**src/rtl/rr_decode_arbiter.sv**
```systemverilog
// Four-requester round-robin arbiter with one-hot decoded grant output.
// A grant is held until its owner pulses done, drops its request, or has
// held it for MAX_HOLD cycles (forced release, flagged by a timeout pulse).
// On release the next winner is chosen in the same cycle, so back-to-back
// grants have no idle gap.
module rr_decode_arbiter #(
    parameter int MAX_HOLD = 8,
    parameter int CNT_W    = 8
) (
    input  logic       clk,
    input  logic       rst_n,
    input  logic [3:0] req,
    input  logic [3:0] done,
    output logic [3:0] gnt,
    output logic [1:0] gnt_idx,
    output logic       gnt_vld,
    output logic       timeout
);

    typedef enum logic {IDLE, GRANT} state_t;

    state_t           state, state_n;
    logic [1:0]       ptr, ptr_n;
    logic [CNT_W-1:0] cnt, cnt_n;
    logic [1:0]       idx_n;
    logic             vld_n;
    logic             timeout_n;
    logic [3:0]       gnt_n;

    logic             own_done;
    logic             own_drop;
    logic             at_max;
    logic             release_now;
    logic [1:0]       ptr_after;

    // First set request bit scanning p, p+1, p+2, p+3 (mod 4).
    // Walking offsets from highest to lowest lets the closest hit win.
    function automatic logic [1:0] pick(input logic [3:0] r, input logic [1:0] p);
        logic [1:0] c;
        pick = p;
        for (int i = 3; i >= 0; i--) begin
            c = p + 2'(i);
            if (r[c]) pick = c;
        end
    endfunction

    assign own_done    = done[gnt_idx];
    assign own_drop    = ~req[gnt_idx];
    assign at_max      = (cnt == CNT_W'(MAX_HOLD));
    assign release_now = own_done | own_drop | at_max;
    assign ptr_after   = gnt_idx + 2'd1;

    // Next-state, pointer, hold counter and registered-output values.
    always_comb begin
        state_n   = state;
        ptr_n     = ptr;
        cnt_n     = cnt;
        idx_n     = gnt_idx;
        vld_n     = gnt_vld;
        timeout_n = 1'b0;
        case (state)
            IDLE: begin
                if (|req) begin
                    state_n = GRANT;
                    idx_n   = pick(req, ptr);
                    vld_n   = 1'b1;
                    cnt_n   = CNT_W'(1);
                end
            end
            GRANT: begin
                if (release_now) begin
                    ptr_n     = ptr_after;
                    // Forced release only when nothing else ended the grant.
                    timeout_n = at_max & ~own_done & ~own_drop;
                    if (|req) begin
                        idx_n = pick(req, ptr_after);
                        cnt_n = CNT_W'(1);
                    end else begin
                        state_n = IDLE;
                        vld_n   = 1'b0;
                        cnt_n   = '0;
                    end
                end else begin
                    cnt_n = cnt + CNT_W'(1);
                end
            end
            default: state_n = IDLE;
        endcase
        gnt_n = vld_n ? (4'b0001 << idx_n) : 4'b0000;
    end

    // State and output registers; reset clears everything immediately.
    always_ff @(posedge clk or negedge rst_n) begin
        if (!rst_n) begin
            state   <= IDLE;
            ptr     <= 2'd0;
            cnt     <= '0;
            gnt_idx <= 2'd0;
            gnt_vld <= 1'b0;
            gnt     <= 4'b0000;
            timeout <= 1'b0;
        end else begin
            state   <= state_n;
            ptr     <= ptr_n;
            cnt     <= cnt_n;
            gnt_idx <= idx_n;
            gnt_vld <= vld_n;
            gnt     <= gnt_n;
            timeout <= timeout_n;
        end
    end

endmodule

```
**config.mk**
```make
export PLATFORM = sky130hd
export DESIGN_NAME = rr_decode_arbiter
export DESIGN_NICKNAME = d
export VERILOG_FILES = /design/src/rtl/rr_decode_arbiter.sv
export SDC_FILE = /design/constraint.sdc
export NUM_CORES = 1
export LEC_CHECK = 0
export ABC_AREA = 1
export CORE_ASPECT_RATIO = 1.2
export CORE_MARGIN = 2
export CORE_UTILIZATION = 40
export DETAILED_ROUTE_END_ITERATION = 8
export SYNTH_ARGS = -nofsm -noshare
export SYNTH_HDL_FRONTEND = slang
export SYNTH_SLANG_ARGS = --single-unit
```
**constraint.sdc**
```tcl
create_clock -name clk -period 2.4 [get_ports clk]
set_clock_uncertainty 0.2 [all_clocks]
set_input_delay 0.48 -clock clk [delete_from_list [all_inputs] [get_ports clk]]
set_output_delay 0.48 -clock clk [all_outputs]
set_load 0.02 [all_outputs]
```
==> summary.md <==
| Metric | Value |
|---|---|
| GRT Util Overall | `16.27%` |
| Simple logic cell fraction of the synthesized area | `39.04%` |
| Vias in the first global route | `1182` |
| Crit Path Class | `reg -> out` |
| Core ar. | `3309 um2` |
| P_leak | `0.8569 nW` |
| Hpwl dp | `2.232 mm` |
| #FFs+latches synth | `19` |
| Area grow syn2layout | `18.11%` |
| Worst setup EP type | `output pin` |
| Met3 wire len | `48 um` |
| WL met1 | `1.309 mm` |
| WL met2 | `1.439 mm` |
| Clk buf depth | `2` |
| Max Used Layer | `met3` |
| Critical Path Max Stage Delay | `0.68 ns` |
| Share of cells above drive strength 1 | `9.778%` |
| Final hold vios | `0` |
| Part of the cycle the worst path needs | `90.43%` |
| Clock slew at reported path FFs | `0.07 ns` |
| Worst Max-Slew Pin Slew | `0.3757 ns` |
| Pre-antenna DRT Iters | `4` |
| Status | `finished, final reports clean` |
| GPL Wtd Cong | `0.8180` |
| Post-CTS setup buffer count | `0` |
| Post-synthesis compound-gate area fraction | `8.280%` |
| Post-synthesis mux area share | `0%` |
| Yosys warns | `0` |
| Bufs and invs on worst path | `1` |
| Critical-path top delay cell | `clkdlybuf4s50_1` |
| Post-synthesis cell count | `205` |
| Largest family of logic cells by synthesized area | `simple AND/OR/NAND/NOR gates` |
| Antenna violations before repair | `0` |
| First-pass GRT wire length | `5.043 mm` |
| Finish-stage setup viols | `0` |
| Yosys cell types | `25` |
| Root buf cell | `clkbuf_8` |
| Rows | `23` |
| Hold Path Class | `in -> async` |
| Cell Area, Synth | `1375 um2` |
| Xor and xnor fraction of the mapped netlist area | `3.822%` |
| Peak VDD IR | `0.7045 mV` |
| Seq/Total Area, Yosys | `34.58%` |
| Synth Net Count | `217` |
| Post-DRT Antenna Nets | `0` |
| # DRC | `0` |
| Adder-cell area share of the yosys netlist | `2.548%` |
| Initial Utilization | `41.55%` |
| Critical Path RT | `1.72 ns` |
| CP startpoint kind | `flip-flop` |
| Largest net degree at the start of global routing | `20` |
| Die height | `68.23 um` |
| FMAX | `460.7 MHz` |
| Die area | `3925 um2` |
| Drt total wl | `2.797 mm` |
| Final TNS setup | `0 ns` |
| Critical path arrival | `1.49 ns` |
| Max Cap Viol | `0` |
| Num CTS Buffers | `3` |
| Fin nets | `238` |
| Final worst-path setup slack | `0.2296 ns` |
| Worst path cell trace | `clkdlybuf4s50_1` |
| Sink Count | `19` |
| Worst relative slew slack | `74.96%` |
| Worst-skew pair later-pin latency | `0.25 ns` |
| RSZ-0062 raised after global routing | `false` |
| CTS tree | `yes` |
| Hold-fix buffers at CTS | `0` |
| PwrDens | `1164 nW/um2` |
| H-tree Lvls | `1` |
| Initial DRC count | `25` |
| IO buf count | `17` |
| Total number of vias | `1254` |
| Wire length per cell | `10.68 um` |
| Tmin final | `2.170 ns` |
| Dpl ws | `0.008804 ns` |
| Delay-heaviest family, CP | `buffers and inverters` |
| IO Pins | `18` |
| Total gr overflow | `0` |
| Avg Inst Size Synth | `6.708 um2` |
| Worst-path maximum fanout | `9` |
| Avg Vias per Cell | `4.786` |
| Die X-Extent | `57.53 um` |
| Cts repair resizes | `0` |
| Fillcell total | `344` |
| Final slew viol count | `0` |
| Diodes inserted | `0` |
[where the power goes]
part / internal [mW] / switching (mW) / total [mW]
sequential: 0.395 / 0.110 / 0.505
clock: 0.118 / 0.0980 / 0.216
combinational: 0.448 / 0.723 / 1.17
[cell usage after synthesis]
cell     count  area share (%)
xor2_1       5             3.2
inv_4        1            0.46
nand2_4      1            0.82
a21oi_1      2            0.73
nand4_1      2            0.91
buf_4        1            0.55
buf_6        2             1.6
nor3_1       3             1.1
inv_2        3            0.82
ha_1         2             1.8
buf_2        1            0.36
nor2_1       9             2.5
inv_1       29             7.9
nand3_2      6             4.4
and2_1       1            0.46
o22ai_1      6             2.7
xnor2_1      1            0.64
nand3_1     17             6.2
a31oi_1      1            0.46
dfrtp_1     19              35
o21ai_0     10             3.6
nand2_2      5             2.3
o21ai_1      2            0.73
maj3_1       1            0.73
nand2_1     75              20
[per-layer routing]
layer	global-route usage, %	vias to the layer above
met2	28.84	14
li1	-	686
met4	5.233	0
met3	1.890	0
met1	20.58	554
met5	0	-
[placed cells by master, fill, tap and decap left out]
master           Yosys  layout
a21oi_1              2       2
a31oi_1              1       1
and2_1               1       1
buf_4                1       3
clkbuf_1             0       1
clkbuf_8             0       3
clkdlybuf4s50_1      0      17
dfrtp_1             19      19
ha_1                 2       2
inv_1               29      29
inv_2                3       3
inv_4                1       1
maj3_1               1       1
nand2_1             75      75
nand2_2              5       5
nand2_4              1       1
nand3_1             17      17
nand3_2              6       6
nand4_1              2       2
nor2_1               9       9
nor3_1               3       3
o21ai_0             10      10
o21ai_1              2       2
o22ai_1              6       6
xnor2_1              1       1
xor2_1               5       5
[cell families after synthesis]
kind of cell,count (synthesis)
and+or+nand+nor,119
DFF,19
xor gates and xnor gates,6
buffers and inverters,37
AOI/OAI and AO/OA,21
adders and majority gates,3
[final timing paths]
check / startpoint / endpoint / slack [ns] / cells past startpoint
min: rst_n / cnt[3]$_DFFE_PN0P_ / 0.35 / 2
max in group asynchronous: rst_n / gnt_idx[1]$_DFF_PN0_ / 1.45 / 2
max reg2reg: ptr[0]$_DFFE_PN0P_ / gnt[2]$_DFF_PN0_ / 0.36 / 11
min in group clk: cnt[7]$_DFFE_PN0P_ / cnt[7]$_DFFE_PN0P_ / 0.36 / 2
min reg2reg: cnt[7]$_DFFE_PN0P_ / cnt[7]$_DFFE_PN0P_ / 0.36 / 2
max: gnt_idx[1]$_DFF_PN0_ / gnt_idx[1] / 0.23 / 1
[through the flow]
stage | cells | instance area (um2) | utilization, % | hold WS, ns | power (mW)
6_report | 262 | 1624 | 49.07 | 0.3532 | 1.891
5_1_grt | 262 | 1624 | 49.07 | 0.3776 | 2.139
4_1_cts | 262 | 1624 | 49.07 | 0.3596 | 1.915
3_5_place_dp | 258 | 1579 | 47.71 | 0.3268 | 1.693
3_3_place_gp | 258 | 1579 | 47.71 | 0.3344 | 1.697
2_1_floorplan | 205 | 1375 | - | -0.01559 | 1.428
[layout make-up]
cell class / instances / area, um2 / area share, %
Inverter: 33 / 126.4 / 7.781
Sequential cell: 19 / 475.5 / 29.28
Multi-Input combinational cell: 149 / 738.2 / 45.45
Tap cell: 37 / 46.29 / 2.851
Timing Repair Buffer: 20 / 192.7 / 11.86
Clock buffer: 4 / 45.04 / 2.773
[sequential cells by signal, indices dropped and copies added, names as in the netlist]
signal and cells:
cnt 8, gnt 4, gnt_idx 2, gnt_vld 1
ptr 2, state 1, timeout 1
Power figures use the tool's default switching activity.
